## config.mk

```make
export PLATFORM = sky130hd
export DESIGN_NAME = max_pool_2x2_stream
export DESIGN_NICKNAME = d
export VERILOG_FILES = /design/src/rtl/max_pool_2x2_stream_pkg.sv /design/src/rtl/max_pool_2x2_stream_pool_line_buffer.sv /design/src/rtl/max_pool_2x2_stream.sv
export SDC_FILE = /design/constraint.sdc
export NUM_CORES = 1
export LEC_CHECK = 0
export BUFFER_PORTS_ARGS = -buffer_cell sky130_fd_sc_hd__buf_2
export CAP_MARGIN = 20
export CORE_MARGIN = 3
export CORE_UTILIZATION = 50
export CTS_BUF_LIST = sky130_fd_sc_hd__clkbuf_4
export DETAILED_ROUTE_END_ITERATION = 6
export PLACE_DENSITY = 0.64
export SYNTH_ARGS = -nofsm -noshare
export SYNTH_HDL_FRONTEND = slang
export SYNTH_SLANG_ARGS = --single-unit
```

## constraint.sdc

```tcl
create_clock -name clk -period 7.6 [get_ports clk]
set_input_delay 0.38 -clock clk [delete_from_list [all_inputs] [get_ports clk]]
set_output_delay 0.38 -clock clk [all_outputs]
set_load 0.03 [all_outputs]
```

## src/rtl/max_pool_2x2_stream_pkg.sv

```systemverilog
// Shared accelerator definitions used by the pooling stage.
//   FULLY_CONVOL / POOLING : layer-mode codes used by the layer-mode demux
//   pool_state_t           : control states of the max-pool stream
package max_pool_2x2_stream_pkg;

    localparam logic [1:0] FULLY_CONVOL = 2'd0;
    localparam logic [1:0] POOLING      = 2'd1;

    typedef enum logic [1:0] {
        IDLE = 2'd0,
        RUN  = 2'd1,
        DONE = 2'd2
    } pool_state_t;

endpackage

```

## src/rtl/max_pool_2x2_stream_pool_line_buffer.sv

```systemverilog
// Half-width line buffer that holds the horizontal maxima of an even row.
//   clk   : write clock
//   we    : write enable
//   waddr : write address (column pair index)
//   wdata : value to store
//   raddr : read address (column pair index)
//   rdata : combinational read data
// No reset: every entry is written in the even row before the odd row reads it.
module pool_line_buffer #(
    parameter int DATA_WIDTH = 32,
    parameter int DEPTH      = 32,
    parameter int AW         = 5
) (
    input  logic                  clk,
    input  logic                  we,
    input  logic [AW-1:0]         waddr,
    input  logic [DATA_WIDTH-1:0] wdata,
    input  logic [AW-1:0]         raddr,
    output logic [DATA_WIDTH-1:0] rdata
);

    logic [DATA_WIDTH-1:0] mem [DEPTH];

    always_ff @(posedge clk) begin
        if (we) begin
            mem[waddr] <= wdata;
        end
    end

    assign rdata = mem[raddr];

endmodule

```

## src/rtl/max_pool_2x2_stream.sv

```systemverilog
// Streaming 2x2 / stride-2 signed max pooling over a raster-order pixel stream.
//   clk, rst            : clock, synchronous active-high reset
//   start               : begins a frame from IDLE, latching cfg_cols/cfg_rows
//   cfg_cols, cfg_rows  : feature-map width/height (even, 2..MAX)
//   in_valid/in_ready/in_data    : pixel input handshake
//   out_valid/out_ready/out_data : pooled output handshake
//   out_last            : marks the final pooled value of the frame
//   busy                : high in RUN and DONE
//   done                : high for the single DONE cycle
//   cfg_err             : sticky flag for a start with an illegal configuration
module max_pool_2x2_stream #(
    parameter int DATA_WIDTH = 32,
    parameter int MAX_COLS   = 64,
    parameter int MAX_ROWS   = 64
) (
    input  logic                            clk,
    input  logic                            rst,
    input  logic                            start,
    input  logic [$clog2(MAX_COLS+1)-1:0]   cfg_cols,
    input  logic [$clog2(MAX_ROWS+1)-1:0]   cfg_rows,
    input  logic                            in_valid,
    output logic                            in_ready,
    input  logic [DATA_WIDTH-1:0]           in_data,
    output logic                            out_valid,
    input  logic                            out_ready,
    output logic [DATA_WIDTH-1:0]           out_data,
    output logic                            out_last,
    output logic                            busy,
    output logic                            done,
    output logic                            cfg_err
);

    import max_pool_2x2_stream_pkg::*;

    localparam int CW    = $clog2(MAX_COLS + 1);
    localparam int RW    = $clog2(MAX_ROWS + 1);
    localparam int DEPTH = MAX_COLS / 2;
    localparam int AW    = (DEPTH > 1) ? $clog2(DEPTH) : 1;

    localparam logic [CW-1:0] MAX_C = CW'(MAX_COLS);
    localparam logic [RW-1:0] MAX_R = RW'(MAX_ROWS);

    function automatic logic [DATA_WIDTH-1:0] smax(input logic [DATA_WIDTH-1:0] a,
                                                   input logic [DATA_WIDTH-1:0] b);
        return ($signed(a) > $signed(b)) ? a : b;
    endfunction

    pool_state_t           state;
    logic [CW-1:0]         cols_q;
    logic [RW-1:0]         rows_q;
    logic [CW-1:0]         col;
    logic [RW-1:0]         row;
    logic                  frame_in_complete;
    logic [DATA_WIDTH-1:0] pair_reg;
    logic [DATA_WIDTH-1:0] lb_rdata;
    logic [DATA_WIDTH-1:0] hmax;

    logic cfg_legal;
    logic accept;
    logic out_xfer;
    logic last_col;
    logic last_row;
    logic lb_we;
    logic win_done;

    assign cfg_legal = !cfg_cols[0] && (cfg_cols >= CW'(2)) && (cfg_cols <= MAX_C) &&
                       !cfg_rows[0] && (cfg_rows >= RW'(2)) && (cfg_rows <= MAX_R);

    assign in_ready = (state == RUN) && !frame_in_complete && (!out_valid || out_ready);
    assign accept   = in_valid && in_ready;
    assign out_xfer = out_valid && out_ready;
    assign last_col = (col == cols_q - CW'(1));
    assign last_row = (row == rows_q - RW'(1));
    assign hmax     = smax(pair_reg, in_data);
    assign lb_we    = accept && col[0] && !row[0];
    assign win_done = accept && col[0] && row[0];

    assign busy = (state != IDLE);
    assign done = (state == DONE);

    // Even-row write and odd-row read use the same column-pair index.
    pool_line_buffer #(
        .DATA_WIDTH (DATA_WIDTH),
        .DEPTH      (DEPTH),
        .AW         (AW)
    ) u_line_buffer (
        .clk   (clk),
        .we    (lb_we),
        .waddr (col[AW:1]),
        .wdata (hmax),
        .raddr (col[AW:1]),
        .rdata (lb_rdata)
    );

    always_ff @(posedge clk) begin
        if (rst) begin
            state             <= IDLE;
            cols_q            <= '0;
            rows_q            <= '0;
            col               <= '0;
            row               <= '0;
            frame_in_complete <= 1'b0;
            pair_reg          <= '0;
            out_valid         <= 1'b0;
            out_data          <= '0;
            out_last          <= 1'b0;
            cfg_err           <= 1'b0;
        end else begin
            case (state)
                IDLE: begin
                    if (start) begin
                        if (cfg_legal) begin
                            cols_q            <= cfg_cols;
                            rows_q            <= cfg_rows;
                            col               <= '0;
                            row               <= '0;
                            frame_in_complete <= 1'b0;
                            cfg_err           <= 1'b0;
                            state             <= RUN;
                        end else begin
                            cfg_err <= 1'b1;
                            state   <= DONE;
                        end
                    end
                end
                RUN: begin
                    if (out_xfer && out_last) begin
                        state <= DONE;
                    end
                end
                default: begin
                    state <= IDLE;
                end
            endcase

            // accept only occurs in RUN, so this never collides with the IDLE clears
            if (accept) begin
                if (last_col) begin
                    col <= '0;
                    row <= row + RW'(1);
                    if (last_row) begin
                        frame_in_complete <= 1'b1;
                    end
                end else begin
                    col <= col + CW'(1);
                end
                if (!col[0]) begin
                    pair_reg <= in_data;
                end
            end

            // A load takes priority over the clear so back-to-back windows stream
            if (win_done) begin
                out_valid <= 1'b1;
                out_data  <= smax(lb_rdata, hmax);
                out_last  <= last_col && last_row;
            end else if (out_ready) begin
                out_valid <= 1'b0;
                out_last  <= 1'b0;
            end
        end
    end

endmodule

```

==> impl_metrics.py, run 1 <==
metrics = {
    "die": {
        "dieArea_um2": 97120,
        "io_pins": 89,
        "rows": 111,
        "core-area_um2": 92080,
        "start_util_pct": 50.73,
        "dieHeight_um": 311.6,
        "chipWidth_um": 311.6,
    },
    "clock_tree": {
        "htreeDepth": 5,
        "cts_tree": "done",
        "cts_buffers": 300,
        "clockBufferDepth": 4,
        "clkSlewWorstSetupHoldPaths_ns": 0.07,
        "clock_latency_ns": 1.14,
        "cts_resized": 0,
        "root_buffer": "clkbuf_4",
        "cts_sinks": 1127,
    },
    "synthesis": {
        "synth_edf_count": 1024,
        "synthFlopType": "edfxtp_1",
        "synth_nets": 2966,
        "syn_area_um2": 46710,
        "yosysTopAreaCell": "edfxtp_1",
        "syn_inst": 2847,
        "synth_warnings": 0,
        "synthDistinctLibCells": 64,
        "yosys.area.top_type_share_pct": 65.83,
        "synthArstFlopShare_pct": 0,
        "synth.area.top_cells": "edfxtp_1 (66%), mux4_2 (9.3%), dfxtp_1 (4.4%), ha_1 (1.8%), a22oi_1 (1.6%)",
        "ys_seq_area_share_pct": 70.25,
        "syn_avg_cell_area_um2": 16.41,
        "yosys_register_bits": 1127,
    },
    "finish": {
        "fin_util_pct": 58.44,
        "drive_above_1_share_pct": 27.19,
        "areaGrowthSynthToFinish_pct": 15.21,
        "largest_reg_flops": 1024,
        "regArea_um2": 32820,
        "multiInputGateArea_um2": 13050,
        "fin_nets": 3376,
        "fillCellCount": 7005,
        "instances_no_fill": 4692,
    },
    "sta": {
        "fin_crit_sh_pct": 79.08,
        "fmax_mhz": 166.4,
        "max_slew_margin_pct": 29.86,
        "worstMarginPinSlew_ns": 1.051,
        "fin_crit_ns": 6.010,
        "holdWs_ns": 0.1480,
        "maxSlewViolCount": 0,
        "fin_skew_ns": 0.1026,
        "final-setup-viol-count": 0,
        "finalSetupTns_ns": 0,
        "final-hold-violation-count": 0,
        "rsz0062_at_grt": "no",
    },
    "placement": {
        "portBuffers": 88,
        "dp.cells": 4068,
        "gp_congestion": 0.8349,
        "dp_hpwl_mm": 72.35,
    },
    "power": {
        "p_total_mw": 12.06,
        "leakage_nw": 17.74,
        "peakVddDrop_mv": 0.1073,
        "cellPowerDensity_nw_per_um2": 224.0,
    },
    "min_path": {
        "hp-class": "input port to flop",
        "holdPathStages": 4,
        "worstHoldStart": "out_ready",
        "min_to": "out_valid",
    },
    "drt": {
        "ant_nets": 0,
        "drc_errors": 0,
        "vias_per_cell": 6.239,
        "num_vias": 29275,
        "drt_iter0_drc": 3350,
        "wl_per_cell_um": 28.09,
        "firstDrtPassIters": 6,
        "drt_wl_total_mm": 131.8,
    },
    "worst_setup_path": {
        "cp.required_ns": 8.59,
        "crit_family": "compound AO/OA/AOI/OAI gates",
        "crit_path_start_kind": "flop",
        "r2r_cells": 17,
        "cp.buffers_inverters": 2,
        "rrSetupSlack_ns": 1.59,
        "critPathKind": "flop to flop",
        "r2r_end": "out_data[11]",
        "path_max_fanout": 23,
        "slowest_delay_ns": 0.70,
        "cp_slowest_cell": "nor4_1",
        "worstPathCellList": "ha_1 > nand4_1 > nor4_1 > o21ai_0 > a21bo_2 > and3_2 > buf_4 > a311oi_2 > ha_1 > nand4_1 > nor4_1 > a21boi_0 > o31ai_1 > a21o_1 > a211o_1 > buf_16 > o221ai_1",
        "endpoint_kind": "flop",
        "r2r_start": "pair_reg[14]",
        "crit_cells": 17,
        "worstPathArrival_ns": 7.00,
    },
    "global_routing": {
        "first_global_vias": 29353,
        "grt_pass1_wl_mm": 193.0,
        "grt_usage_pct": 27.19,
        "antenna_found_initial": 4,
        "grt-ovfl-total": 0,
        "grt_max_degree": 85,
    },
    "flow_run": {
        "maxCapViolCount": 0,
    },
    "status": {
        "status": "completed",
    },
}
==> logic make-up (layout without fill, tap and decap cells) <==
group	count (synthesis)	in the layout	share of synthesized area [%]
AND/OR/NAND/NOR	526	526	5.585
buffers and inverters	296	895	2.491
adder cells (fa/ha/maj)	68	68	1.822
other	0	3	0
flip-flops	1127	1127	70.25
multiplexers	290	290	11.44
XOR/XNOR	22	22	0.4420
AO/OA/AOI/OAI	518	518	7.969
==> layout make-up <==
cell class                      count  share of cell area, %
Antenna cell                        3                0.01395
Clock buffer                      425                  5.929
Clock inverter                     66                 0.6348
Inverter                          109                 0.7603
Multi-Input combinational cell   1424                  24.25
Sequential cell                  1127                  61.00
Tap cell                         1243                  2.890
Timing Repair Buffer              295                  4.525
==> cell usage after synthesis (27+ instances only) <==
cell and instances:
a31oi_1 38, inv_1 109, nor2_1 61, a211oi_1 62, nand2_1 196, edfxtp_1 1024, ha_1 68, mux2i_1 66
clkbuf_1 124, o221ai_1 32, buf_1 27, nor2b_1 67, a21oi_1 113, a22oi_1 99, mux4_2 192, nand3_1 55
buf_2 32, mux2_2 32, o21ai_0 75, nand4_1 78, a311oi_2 29, o311ai_0 32, dfxtp_1 103
==> worst register-to-register path: stages, from the launching register on <==
cell and delay (ns):
dfxtp_1 0.35, ha_1 0.33, nand4_1 0.17, nor4_1 0.70
o21ai_0 0.23, a21bo_2 0.27, and3_2 0.31, buf_4 0.31
a311oi_2 0.61, ha_1 0.26, nand4_1 0.15, nor4_1 0.56
a21boi_0 0.25, o31ai_1 0.12, a21o_1 0.22, a211o_1 0.58
buf_16 0.29, o221ai_1 0.18
==> worst max-delay path by stage <==
stage | endpoint | slack (ns) | startpoint
2_1_floorplan | out_data[0] | 3.28 | in_data[30]
3_3_place_gp | out_data[9] | 1.15 | in_data[14]
3_5_place_dp | out_data[21] | 1.08 | in_data[14]
6_report | out_data[11] | 1.59 | pair_reg[14]
5_1_grt | out_data[11] | 1.19 | pair_reg[31]
4_1_cts | out_data[21] | 1.29 | pair_reg[14]
==> power by group <==
group          switching [mW]  leakage (nW)  total [mW]  internal [mW]
registers             0.00314          10.2        6.77           6.77
logic                   0.198          5.42       0.279         0.0813
clock network            2.35          2.15        5.00           2.66
total                    2.55          17.7        12.1           9.51
==> repair_timing <==
action	in CTS	in global routing
endpoints found under the setup margin	0	0
setup buffers	0	0
endpoints found under the hold margin	108	0
hold buffers	125	0
==> cell usage in the layout (no fill, tap or decap), types with 73 or more instances in the layout <==
cell type / count
dlygate4sd3_1: 125
buf_4: 73
nand4_1: 78
a21oi_1: 113
edfxtp_1: 1024
buf_2: 88
mux4_2: 192
inv_1: 109
dfxtp_1: 100
clkbuf_4: 425
nand2_1: 196
a22oi_1: 98
o21ai_0: 75
==> per-stage QoR <==
| step | cell area, µm² | setup slack [ns] |
|---|---|---|
| after floorplan | 46710 | 3.275 |
| after global placement | 48910 | 1.149 |
| after detailed placement | 48910 | 1.076 |
| after CTS | 53690 | 1.290 |
| after global routing | 53810 | 1.187 |
| final | 53810 | 1.590 |
==> routing by layer <==
layer	up-vias	wire length, µm	track usage [%]
li1	12401	-	-
met2	1595	62260	42.50
met1	15075	52840	38.30
met3	204	13440	6.278
met4	0	3249	8.581
met5	-	0	0
Note: power is estimated with default switching activity, not from simulation.
==> run 2: changes to the inputs <==
--- a/config.mk
+++ b/config.mk
@@ -11,7 +11,7 @@
 export CORE_UTILIZATION = 50
 export CTS_BUF_LIST = sky130_fd_sc_hd__clkbuf_4
 export DETAILED_ROUTE_END_ITERATION = 6
-export PLACE_DENSITY = 0.64
+export PLACE_DENSITY = 0.66
 export SYNTH_ARGS = -nofsm -noshare
 export SYNTH_HDL_FRONTEND = slang
 export SYNTH_SLANG_ARGS = --single-unit
==> constraint.sdc (replaced) <==
create_clock -name clk -period 5.4 [get_ports clk]
set_input_delay 0.27 -clock clk [delete_from_list [all_inputs] [get_ports clk]]
set_output_delay 0.27 -clock clk [all_outputs]
set_load 0.03 [all_outputs]
==> run 2 against run 1 <==
Wire length fell by 2.3%. Design area increased by 1.3%. Hold slack better by 0.026 ns. Critical path type unchanged. Die area is the same. Highest routed layer is now met5. Maximum frequency grew 20%.
==> impl_metrics.py, run 2 (synthesized netlist as in run 1, its figures left out) <==
metrics = {
    "status": {
        "status": "completed",
    },
    "drt": {
        "firstDrtPassIters": 6,
        "drt_iter0_drc": 3457,
        "ant_nets": 0,
        "vias_per_cell": 6.217,
        "num_vias": 29580,
        "drt_wl_total_mm": 128.7,
        "drc_errors": 0,
        "wl_per_cell_um": 27.06,
    },
    "clock_tree": {
        "cts_tree": "done",
        "clkSlewWorstSetupHoldPaths_ns": 0.08,
        "root_buffer": "clkbuf_4",
        "htreeDepth": 5,
        "clock_latency_ns": 1.18,
        "cts_sinks": 1127,
        "cts_buffers": 299,
        "clockBufferDepth": 4,
    },
    "die": {
        "chipWidth_um": 311.6,
        "dieArea_um2": 97120,
        "dieHeight_um": 311.6,
        "start_util_pct": 50.73,
        "core-area_um2": 92080,
        "io_pins": 89,
        "rows": 111,
    },
    "worst_setup_path": {
        "slowest_delay_ns": 0.60,
        "worstPathArrival_ns": 6.04,
        "endpoint_kind": "flop",
        "cp_slowest_cell": "o311ai_0",
        "crit_path_start_kind": "flop",
        "path_max_fanout": 64,
        "cp.required_ns": 6.41,
        "critPathKind": "flop to flop",
        "worstPathCellList": "ha_1 > nand4_1 > nor3_1 > a221oi_2 > and2_2 > buf_6 > o311ai_0 > a311oi_4 > ha_1 > nand4_1 > nor4_1 > a21boi_0 > o31ai_1 > a21o_1 > a211o_1 > buf_4 > o221ai_1",
    },
    "placement": {
        "gp_congestion": 0.8696,
        "post-place-ws_ns": 0.1111,
        "portBuffers": 88,
        "dp.cells": 4108,
        "dp_hpwl_mm": 75.48,
    },
    "global_routing": {
        "first_global_vias": 30036,
        "grt_usage_pct": 26.49,
        "grt_pass1_wl_mm": 191.2,
        "grt_max_degree": 82,
        "grt-ovfl-total": 0,
        "antenna_found_initial": 2,
    },
    "power": {
        "peakVddDrop_mv": 0.1546,
        "p_sw_share_pct": 21.31,
        "seqPwrFrac_pct": 56.2,
        "cellPowerDensity_nw_per_um2": 311.2,
        "p_clk_share_pct": 41.4,
        "p_int_mw": 13.35,
        "p_comb_share_pct": 2.4,
        "power.switching_mw": 3.616,
        "leakage_nw": 18.10,
    },
    "min_path": {
        "hp-class": "input port to flop",
    },
    "finish": {
        "final_cell_mix": "edfxtp_1 (1024), clkbuf_4 (418), nand2_1 (195)",
        "largest_reg_flops": 1024,
        "areaGrowthSynthToFinish_pct": 16.71,
        "fin_nets": 3448,
        "fillCellCount": 6920,
        "layout_commonest_cell": "edfxtp_1",
        "instances_no_fill": 4758,
        "drive_above_1_share_pct": 27.70,
    },
    "sta": {
        "max_slew_margin_pct": 24.81,
        "worstMarginPinSlew_ns": 1.128,
        "fin_skew_ns": 0.1647,
        "fmax_mhz": 199.1,
        "finalSetupTns_ns": 0,
        "fin_crit_sh_pct": 93.01,
        "postLayoutSetupSlackWorst_ns": 0.3775,
        "maxSlewViolCount": 0,
        "rsz0062_at_grt": "no",
        "fin_crit_ns": 5.023,
        "final-setup-viol-count": 0,
        "final-hold-violation-count": 0,
    },
    "flow_run": {
        "maxCapViolCount": 0,
    },
}
-- run 2: power by group through the flow --
| stage | Sequential (mW) | Clock [mW] | Combinational [mW] |
|---|---|---|---|
| 2_1_floorplan | 9.72 | 0 | 0.189 |
| 3_3_place_gp | 9.72 | 0 | 0.314 |
| 3_5_place_dp | 9.72 | 0 | 0.332 |
| 4_1_cts | 9.53 | 7.17 | 0.395 |
| 5_1_grt | 9.53 | 7.63 | 0.453 |
| 6_report | 9.53 | 7.02 | 0.415 |
-- run 2: per-stage QoR --
stage | hold WS, ns | util, % | power, mW | area, µm²
finish | 0.1741 | 59.20 | 16.96 | 54510
global route | 0.1225 | 59.20 | 17.61 | 54510
detailed placement | 0.4462 | 53.54 | 10.06 | 49300
CTS | 0.008881 | 59.03 | 17.09 | 54360
floorplan | 0.4060 | - | 9.909 | 46710
global placement | 0.4335 | 53.54 | 10.04 | 49300
-- run 2: cell type report --
type	count	area, µm²	area share [%]
sequential	1127	32820	60.21
multi-input combinational	1424	13080	24.00
timing repair buffer	368	3147	5.772
clock buffer	418	3138	5.756
tap	1243	1555	2.853
inverter	109	409.1	0.7505
clock inverter	67	352.8	0.6472
antenna	2	5.005	0.009181
-- run 2: what timing repair did --
item,CTS,global route
endpoints found under the setup margin,0,32
resized for setup,0,5
hold buffers,157,0
setup buffers,0,1
hold endpoints to repair,165,0
-- run 2: routing by layer --
layer,GRT usage (%),vias up,wire (µm)
met5,0,-,13
met4,8.592,2,2912
met3,6.191,217,12600
met2,42.43,1624,62170
met1,36.22,15183,51060
li1,-,12554,-
-- run 2: path summary, 6_finish.rpt --
kind                           from           endpoint  slack (ns)  cells after the start
setup / recovery       pair_reg[27]       out_data[17]        0.38                     17
hold / removal          in_data[28]       out_data[28]        0.17                      4
setup reg to reg       pair_reg[27]       out_data[17]        0.38                     17
hold reg to reg   frame_in_complete  frame_in_complete        0.46                      2
-- run 2: critical path: cells and delay by family (launching register included) --
kind            cells  cell delay [ns]
compound gates      8             1.88
fa+ha+maj           2             0.73
buf+inv             2             0.49
flops               1             0.35
simple gates        5             1.37
